## config.mk

```make
export PLATFORM = sky130hd
export DESIGN_NAME = uart_rx_param
export DESIGN_NICKNAME = d
export VERILOG_FILES = /design/src/rtl/uart_rx_param.sv
export SDC_FILE = /design/constraint.sdc
export NUM_CORES = 1
export LEC_CHECK = 0
export BUFFER_PORTS_ARGS = -buffer_cell sky130_fd_sc_hd__buf_2
export CAP_MARGIN = 20
export CORE_UTILIZATION = 35
export DETAILED_ROUTE_END_ITERATION = 8
export PLACE_DENSITY_LB_ADDON = 0.12
export SETUP_SLACK_MARGIN = 0.15
export SYNTH_ARGS = -nofsm -noshare
export SYNTH_HDL_FRONTEND = slang
export SYNTH_SLANG_ARGS = --single-unit
```

## constraint.sdc

```tcl
create_clock -name CLK -period 3.6 [get_ports CLK]
set_input_delay 0.18 -clock CLK [delete_from_list [all_inputs] [get_ports CLK]]
set_output_delay 0.18 -clock CLK [all_outputs]
set_load 0.03 [all_outputs]
```

## src/rtl/uart_rx_param.sv

```systemverilog
// uart_rx_param: oversampled UART receiver with 2-of-3 majority bit recovery,
// configurable frame format and a valid/ready output register.
//
// Ports:
//   CLK            system clock, rising edge
//   RST            asynchronous active-low reset
//   RX_in          serial line, idle high, asynchronous to CLK
//   RX_out         received data, LSB = first bit on the line
//   rx_valid       RX_out and error flags hold a frame
//   rx_ready       consumer accepts on rx_valid && rx_ready
//   parity_error   parity mismatch of the held frame
//   stop_error     a stop bit of the held frame sampled low
//   overrun_error  one-cycle pulse when a completed frame is dropped
//   busy           receiver not idle
module uart_rx_param #(
    parameter int CLK_DIV    = 4,
    parameter int OVERSAMPLE = 16,
    parameter int DATA_BITS  = 8,
    parameter int PARITY     = 1,
    parameter int STOP_BITS  = 1
) (
    input  logic                 CLK,
    input  logic                 RST,
    input  logic                 RX_in,
    output logic [DATA_BITS-1:0] RX_out,
    output logic                 rx_valid,
    input  logic                 rx_ready,
    output logic                 parity_error,
    output logic                 stop_error,
    output logic                 overrun_error,
    output logic                 busy
);

    localparam int DW = $clog2(CLK_DIV);
    localparam int TW = $clog2(OVERSAMPLE);
    localparam int BW = $clog2(DATA_BITS);
    localparam int M  = OVERSAMPLE / 2;

    localparam logic [DW-1:0] DIV_LAST = DW'(CLK_DIV - 1);
    localparam logic [TW-1:0] T_S0     = TW'(M - 1);
    localparam logic [TW-1:0] T_S1     = TW'(M);
    localparam logic [TW-1:0] T_MID    = TW'(M + 1);
    localparam logic [TW-1:0] T_END    = TW'(OVERSAMPLE - 1);
    localparam logic [TW-1:0] T_ONE    = TW'(1);
    localparam logic [BW-1:0] B_LAST   = BW'(DATA_BITS - 1);

    typedef enum logic [2:0] {
        S_IDLE,
        S_START,
        S_DATA,
        S_PARITY,
        S_STOP,
        S_BREAK
    } state_t;

    state_t state;
    state_t state_nxt;

    logic                 rx_s1;
    logic                 rxs;
    logic [DW-1:0]        div_cnt;
    logic                 tick;
    logic [TW-1:0]        tcnt;
    logic [BW-1:0]        bit_cnt;
    logic                 stop_cnt;
    logic [DATA_BITS-1:0] shreg;
    logic                 smp_a;
    logic                 smp_b;
    logic                 maj;
    logic                 mid_tick;
    logic                 end_tick;
    logic                 last_stop;
    logic                 par_ref;
    logic                 par_bad;
    logic                 par_err;
    logic                 stp_err;
    logic                 armed;
    logic                 frame_done;
    logic                 frame_stp;

    // Two-flop synchroniser; idles high so reset never looks like a start.
    always_ff @(posedge CLK or negedge RST) begin
        if (!RST) begin
            rx_s1 <= 1'b1;
            rxs   <= 1'b1;
        end else begin
            rx_s1 <= RX_in;
            rxs   <= rx_s1;
        end
    end

    // Free-running oversample tick.
    always_ff @(posedge CLK or negedge RST) begin
        if (!RST) begin
            div_cnt <= '0;
        end else if (div_cnt == DIV_LAST) begin
            div_cnt <= '0;
        end else begin
            div_cnt <= div_cnt + 1'b1;
        end
    end

    assign tick     = (div_cnt == DIV_LAST);
    assign mid_tick = tick && (tcnt == T_MID);
    assign end_tick = tick && (tcnt == T_END);

    // Third vote is the live line at tick M+1.
    assign maj = (smp_a & smp_b) | (smp_a & rxs) | (smp_b & rxs);

    assign last_stop = (STOP_BITS == 1) || stop_cnt;

    assign par_ref = (PARITY == 2) ? ~(^shreg) : ^shreg;
    assign par_bad = (PARITY != 0) && (maj != par_ref);

    // FSM: state register
    always_ff @(posedge CLK or negedge RST) begin
        if (!RST) begin
            state <= S_IDLE;
        end else begin
            state <= state_nxt;
        end
    end

    // FSM: next state
    always_comb begin
        state_nxt = state;
        unique case (state)
            S_IDLE: begin
                if (tick && armed && !rxs) begin
                    state_nxt = S_START;
                end
            end
            S_START: begin
                if (mid_tick && maj) begin
                    state_nxt = S_IDLE;
                end else if (end_tick) begin
                    state_nxt = S_DATA;
                end
            end
            S_DATA: begin
                if (end_tick && (bit_cnt == B_LAST)) begin
                    state_nxt = (PARITY != 0) ? S_PARITY : S_STOP;
                end
            end
            S_PARITY: begin
                if (end_tick) begin
                    state_nxt = S_STOP;
                end
            end
            S_STOP: begin
                // Complete at the vote point so the next start edge is caught.
                if (mid_tick && last_stop) begin
                    state_nxt = (stp_err || !maj) ? S_BREAK : S_IDLE;
                end
            end
            S_BREAK: begin
                if (tick && rxs) begin
                    state_nxt = S_IDLE;
                end
            end
            default: state_nxt = S_IDLE;
        endcase
    end

    // FSM: outputs
    always_comb begin
        busy       = (state != S_IDLE);
        frame_done = (state == S_STOP) && mid_tick && last_stop;
        frame_stp  = stp_err | ~maj;
    end

    // Bit timing, sampling and frame assembly.
    // armed requires the line to be seen high after reset, so a reset
    // in the middle of a frame cannot resynchronise on a data zero.
    always_ff @(posedge CLK or negedge RST) begin
        if (!RST) begin
            tcnt     <= '0;
            bit_cnt  <= '0;
            stop_cnt <= 1'b0;
            shreg    <= '0;
            smp_a    <= 1'b1;
            smp_b    <= 1'b1;
            par_err  <= 1'b0;
            stp_err  <= 1'b0;
            armed    <= 1'b0;
        end else if (tick) begin
            unique case (state)
                S_IDLE: begin
                    bit_cnt  <= '0;
                    stop_cnt <= 1'b0;
                    par_err  <= 1'b0;
                    stp_err  <= 1'b0;
                    if (rxs) begin
                        armed <= 1'b1;
                    end
                    // Detecting tick is tick 0 of the start bit.
                    tcnt <= (armed && !rxs) ? T_ONE : '0;
                end
                S_BREAK: begin
                    tcnt <= '0;
                end
                default: begin
                    tcnt <= (tcnt == T_END) ? '0 : tcnt + 1'b1;
                    if (tcnt == T_S0) begin
                        smp_a <= rxs;
                    end
                    if (tcnt == T_S1) begin
                        smp_b <= rxs;
                    end
                    if (tcnt == T_MID) begin
                        if (state == S_DATA) begin
                            shreg <= {maj, shreg[DATA_BITS-1:1]};
                        end
                        if (state == S_PARITY) begin
                            par_err <= par_bad;
                        end
                        if ((state == S_STOP) && !maj) begin
                            stp_err <= 1'b1;
                        end
                    end
                    if (tcnt == T_END) begin
                        if (state == S_DATA) begin
                            bit_cnt <= bit_cnt + 1'b1;
                        end
                        if (state == S_STOP) begin
                            stop_cnt <= 1'b1;
                        end
                    end
                    if ((state_nxt == S_IDLE) || (state_nxt == S_BREAK)) begin
                        tcnt <= '0;
                    end
                end
            endcase
        end
    end

    // Output register: a pending frame wins over a new one unless it is
    // being accepted in the same cycle.
    always_ff @(posedge CLK or negedge RST) begin
        if (!RST) begin
            RX_out        <= '0;
            rx_valid      <= 1'b0;
            parity_error  <= 1'b0;
            stop_error    <= 1'b0;
            overrun_error <= 1'b0;
        end else begin
            overrun_error <= frame_done && rx_valid && !rx_ready;
            if (frame_done && (!rx_valid || rx_ready)) begin
                RX_out       <= shreg;
                parity_error <= par_err;
                stop_error   <= frame_stp;
                rx_valid     <= 1'b1;
            end else if (rx_valid && rx_ready) begin
                rx_valid <= 1'b0;
            end
        end
    end

endmodule
```

Yosys cells after proc, flatten, opt, wreduce, memory -nomap -nowiden
Index checks and enable logic that the tools add are counted.
{"block": "totals", "ff_bits": 39, "in_bits": 4, "out_inout_bits": 13}
{"block": "op_classes", "add_sub_neg": 3, "eq_ne": 13, "muxes": 25, "n_bitwise": 9, "reduce_logical": 39}
{"operator": "$mux 3", "count": 10}
{"operator": "$pmux 3 s6", "count": 1}
{"operator": "$reduce_and 4->1", "count": 4}
{"operator": "$logic_and 1x1->1", "count": 14}
{"operator": "$eq 3x3->1 const B", "count": 4}
{"operator": "$eq 4x4->1 const B", "count": 3}
{"operator": "$reduce_bool 2->1", "count": 6}
{"operator": "$reduce_and 3->1", "count": 3}
{"operator": "$mux 4", "count": 2}
{"operator": "$pmux 4 s2", "count": 1}
{"operator": "$reduce_xor 8->1", "count": 1}
{"operator": "$mux 1", "count": 7}
{"operator": "$eq 3x2->1 const B", "count": 2}
{"operator": "$logic_not 3->1", "count": 2}
{"operator": "$pmux 3 s2", "count": 1}
{"operator": "$add 4x1->4 const B", "count": 1}
{"operator": "$eq 4x3->1 const B", "count": 1}
{"operator": "$logic_not 1->1", "count": 4}
{"operator": "$pmux 1 s2", "count": 2}
{"operator": "$add 3x1->3 const B", "count": 1}
{"operator": "$and 1x1->1", "count": 3}
{"operator": "$eq 3x1->1 const B", "count": 1}
{"operator": "$logic_or 1x1->1", "count": 3}
{"operator": "$not 1->1", "count": 3}
{"operator": "other kinds (7)", "count": 9}

Longest topological paths before layout
{"block": "logic_depth", "ltp_word": 12, "ltp_mapped": 9, "ltp_nobuf": 8}

Least setup slack after synthesis
Ideal clock, no wire load.
{"block": "synth_path", "kind": "register to register", "start": "reg div_cnt[0]", "end": "reg tcnt[2]", "setup_ns": 0.121, "arrival_time_ns": 1.975, "t_required_ns": 3.479, "slack_ns": 1.504, "path_stages_with_launch": 9, "path_buffers": 1, "period_less_slack_ns": 2.096, "cell_sequence": "dfrtp_1 ha_1 buf_2 nor2b_1 and4b_1 nor4_2 and4bb_4 nor3_2 a22o_1"}
{"block": "synth_between", "elab_chain_cells": 9, "word_cells_on_any_way": 21}
{"item": "start: declaration", "line": "61", "rtl": "logic [DW-1:0] div_cnt;"}
{"item": "start signal: assignment", "line": "99", "rtl": "div_cnt <= div_cnt + 1'b1;"}
{"item": "$eq 2x2->1 *", "line": "103", "rtl": "assign tick = (div_cnt == DIV_LAST);"}
{"item": "$logic_and 1x1->1, on equally long branches", "line": "105, 104, 129"}
{"item": "$mux 3, or another cell as far along", "line": "136", "rtl": "end else if (end_tick) begin"}
{"item": "$mux 3, on equally long branches", "line": "134, 129, 141"}
{"item": "$pmux 3 s6", "line": "127", "rtl": "unique case (state)"}
{"item": "$eq 3x3->1 or $logic_not 3->1 (tied branches)", "line": "229", "rtl": "if ((state_nxt == S_IDLE) || (state_nxt == S_BREAK)) begin"}
{"item": "$logic_or 1x1->1", "line": "229"}
{"item": "$mux 4", "line": "229"}
{"item": "$pmux 4 s2", "line": "187", "rtl": "unique case (state)"}
{"item": "end signal: assignment", "line": "197", "rtl": "tcnt <= (armed && !rxs) ? T_ONE : '0;"}
{"item": "end signal: assignment", "line": "203", "rtl": "tcnt <= (tcnt == T_END) ? '0 : tcnt + 1'b1;"}
{"item": "end: declaration", "line": "63", "rtl": "logic [TW-1:0] tcnt;"}
Every way passes the cells marked *; elsewhere a longest branch is shown, timed or not.
A chain may end at the register's enable or synchronous reset.

Final worst setup path
{"block": "layout_path", "start": "reg div_cnt[0]", "end": "reg tcnt[2]"}
{"block": "layout_between", "elab_chain_cells": 9, "word_cells_on_any_way": 21}
{"item": "$eq 2x2->1 *", "line": "103"}
{"item": "$logic_and 1x1->1, on equally long branches", "line": "105, 104, 129"}
{"item": "$mux 3, or another cell as far along", "line": "136"}
{"item": "$mux 3, on equally long branches", "line": "134, 129, 141"}
{"item": "$pmux 3 s6 *", "line": "127"}
{"item": "named net state_nxt[2]", "line": "57", "rtl": "state_t state_nxt;"}
{"item": "$eq 3x3->1 or $logic_not 3->1 (tied branches)", "line": "229"}
{"item": "$logic_or 1x1->1 *", "line": "229"}
{"item": "$mux 4 *", "line": "229"}
{"item": "$pmux 4 s2 *", "line": "187"}
Mark *: on every way through the listed nets, which the timed path passes. The rest lies on a longest branch.

==> impl_metrics.csv <==
group,metric,value,unit
run_status,status,"completed",
clock_network,clockBufferDepth,2,
sta,fmax,430.6,MHz
synth,synth_top_area_frac,0.4522,
drt,routed_via_density,5.073,
global_route,gr-total-overflow,0,
drt,ant_nets,0,
clock_network,htreeDepth,2,
synth,synth-edff-count,0,
synth,synth_most_common_cell,"dfrtp_1",
job,cap_violations,0,
synth,ys_ff_latch,39,
worst_setup_path,rrSetupSlack,1.28,ns
cells_and_area,n_antenna_cell,0,
sta,period_needed,2.322,ns
worst_setup_path,required,3.78,ns
pwr,switchingPower,282.6,uW
cells_and_area,fillers,517,
synth,ys_seq_area_frac,0.5065,
clock_network,clkSinkCount,39,
worst_setup_path,critical_path_class,"flip-flop to flip-flop",
synth,async_flop_share,1.000,
global_route,track_usage,0.1306,
synth,ys_types,45,
die,row_count,26,
place,post_dp_cell_area,2049,um2
sta,slew_headroom,0.4215,
pwr,seq_power_share,0.540,
cells_and_area,drive_gt1_frac,0.2978,
synth,syn_nets,172,
global_route,grt_start_max_net_pins,40,
sta,setup_tns,0,ns
synth,yosys-top-cells-area,"dfrtp_1 (45%), mux2_2 (11%), dfstp_2 (5.4%)",
clock_network,cts_tree,"built",
clock_network,cts-buffers-inserted,5,
global_route,grt_pass1_wl,6037,um
sta,maxSlewViolCount,0,
drt,dr.pass1.iters,4,
worst_setup_path,cp.arrival,2.51,ns
hold_path,hp-class,"input port to async pin",
drt,vias,1258,
drt,wirelength,3515,um
place,place.gp.congestion,0.7735,
clock_network,clockRootBuffer,"clkbuf_8",
synth,synth_top_cell_by_area,"dfrtp_1",
worst_setup_path,endpoint_kind,"flip-flop",
synth,synthTopCellsByCount,"dfrtp_1 (35), mux2_2 (19), inv_1 (9)",
global_route,grt_pass1_vias,1197,
synth,syn_inst,162,
sta,hold_viol,0,
pwr,leakage,1.024,nW
pwr,p_int,679.4,uW
clock_network,clk_pin_slew_worst_paths,0.08,ns
pwr,power_frac_comb,0.156,
place,port_buffers,16,
sta,holdWs,0.001197,ns
sta,finalCritPeriodShare,0.6450,
synth,netlist_area,1937,um2
synth,ys.flop_type,"dfrtp_1",
sta,rsz0062_at_grt,"no",
synth,yosysWarnings,0,
synth,syn_area_per_cell,11.96,um2
place,hpwl,2473,um
cells_and_area,areaGrowthSynthToFinish,10.72,%
worst_setup_path,crit_path_start_kind,"flip-flop",
pwr,clkPwrFrac,0.304,
cells_and_area,finalNetCount,187,
pwr,p_per_area,448.6,nW/um2
cells_and_area,final_cell_area,2145,um2
pwr,peakVddDrop,0.2625,mV
die,die_w,76.39,um
worst_setup_path,cp_max_fo,11,
global_route,antenna_found_initial,0,
die,die_height,76.39,um
die,core_area,5205,um2
drt,drc,0,
die,io_pins,17,
die,die_area,5835,um2
die,start_util,0.3721,
sta,skew,0.004023,ns
pwr,p_sw_frac,0.2938,
drt,initialDrtViolationCount,73,
clock_network,cts_resized,0,
sta,worst_slew_pin_slew,0.8677,ns
drt,wl_per_cell,14.17,um
clock_network,insertion_delay,0.29,ns
sta,setup_violations,0,
==> final cells by class <==
class                      count  area (um2)  area share
sequential                    39       980.9      0.4574
clock buffer                   6       72.57     0.03384
tap                           70       87.58     0.04084
clock inverter                 2       12.51    0.005834
multi-input combinational    105       867.1      0.4043
inverter                       9       33.78     0.01575
timing repair buffer          17       90.09     0.04201
==> flip-flops by register name, indices dropped and copies added, names as in the netlist <==
| signal | count |
|---|---|
| bit_cnt | 3 |
| smp_a | 1 |
| stp_err | 1 |
| rxs | 1 |
| div_cnt | 2 |
| stop_error | 1 |
| RX_out | 8 |
| state | 3 |
| shreg | 8 |
| overrun_error | 1 |
| rx_valid | 1 |
| tcnt | 4 |
| armed | 1 |
| par_err | 1 |
| parity_error | 1 |
| smp_b | 1 |
| rx_s1 | 1 |
==> cells in the final DEF (no fill, tap or decap), types with 3 or more instances in the layout <==
cell      count
a21oi_1       4
a22o_1        3
and4b_1       3
buf_2        16
clkbuf_8      5
dfrtp_1      35
dfstp_2       4
ha_1          6
inv_1         9
mux2_2       19
nand2_1       6
nand3_1       7
nor2_1        6
nor2b_1       3
o21ai_0       6
xnor2_1       7
==> worst max-delay path: stages, from the launching register on <==
cell and delay (ns):
dfrtp_1 0.35, ha_1 0.36, and4b_1 0.40, a31oi_1 0.12, a311o_1 0.30, and4bb_4 0.35, nor3_2 0.07, a22o_1 0.25
==> power groups by stage <==
stage	registers, mW	clock network, mW	logic, mW
2_1_floorplan	0.505	0	0.136
3_3_place_gp	0.526	0	0.146
3_5_place_dp	0.529	0	0.153
4_1_cts	0.520	0.304	0.154
5_1_grt	0.526	0.321	0.174
6_report	0.519	0.293	0.150
==> metal layers <==
metal / vias up / global-route usage / part of all wire
met1: 624 / 0.1861 / 0.50
li1: 606 / - / -
met3: 4 / 0.03832 / 0.039
met5: - / 0 / 0
met2: 24 / 0.1928 / 0.45
met4: 0 / 0.03462 / 0.0097
==> per-stage QoR <==
| step | worst slack [ns] | std cells | total power [mW] | utilization |
|---|---|---|---|---|
| floorplan | 1.504 | 162 | 0.6404 | - |
| global placement | 1.331 | 239 | 0.6716 | 0.3938 |
| detailed placement | 1.275 | 239 | 0.6819 | 0.3938 |
| CTS | 1.268 | 248 | 0.9780 | 0.4120 |
| global route | 1.115 | 248 | 1.021 | 0.4120 |
| finish | 1.278 | 248 | 0.9620 | 0.4120 |
==> path summary, 6_finish.rpt <==
check	cells past startpoint	end	start
max reg2reg	7	tcnt[2]	div_cnt[0]
min reg2reg	0	rxs	rx_s1
min in group CLK	3	overrun_error	rx_ready
max	7	tcnt[2]	div_cnt[0]
min	1	RX_out[6]	RST
max in group asynchronous	1	par_err	RST
==> what timing repair did <==
item / CTS / global route
buffers inserted: 0 / 0
setup endpoints to repair: 0 / 0
hold buffers: 1 / 0
endpoints found under the hold margin: 1 / 0
==> kinds of logic (layout without fill, tap and decap cells) <==
family	count (synthesis)	after routing	synth area share
and+or+nand+nor	41	41	0.1318
DFF	39	39	0.5065
AOI/OAI and AO/OA	28	28	0.1150
muxes	20	20	0.1156
buffers and inverters	18	34	0.04586
xor gates and xnor gates	9	9	0.04070
adders and majority gates	7	7	0.04457
No activity file was read; power rests on OpenSTA's default activity.
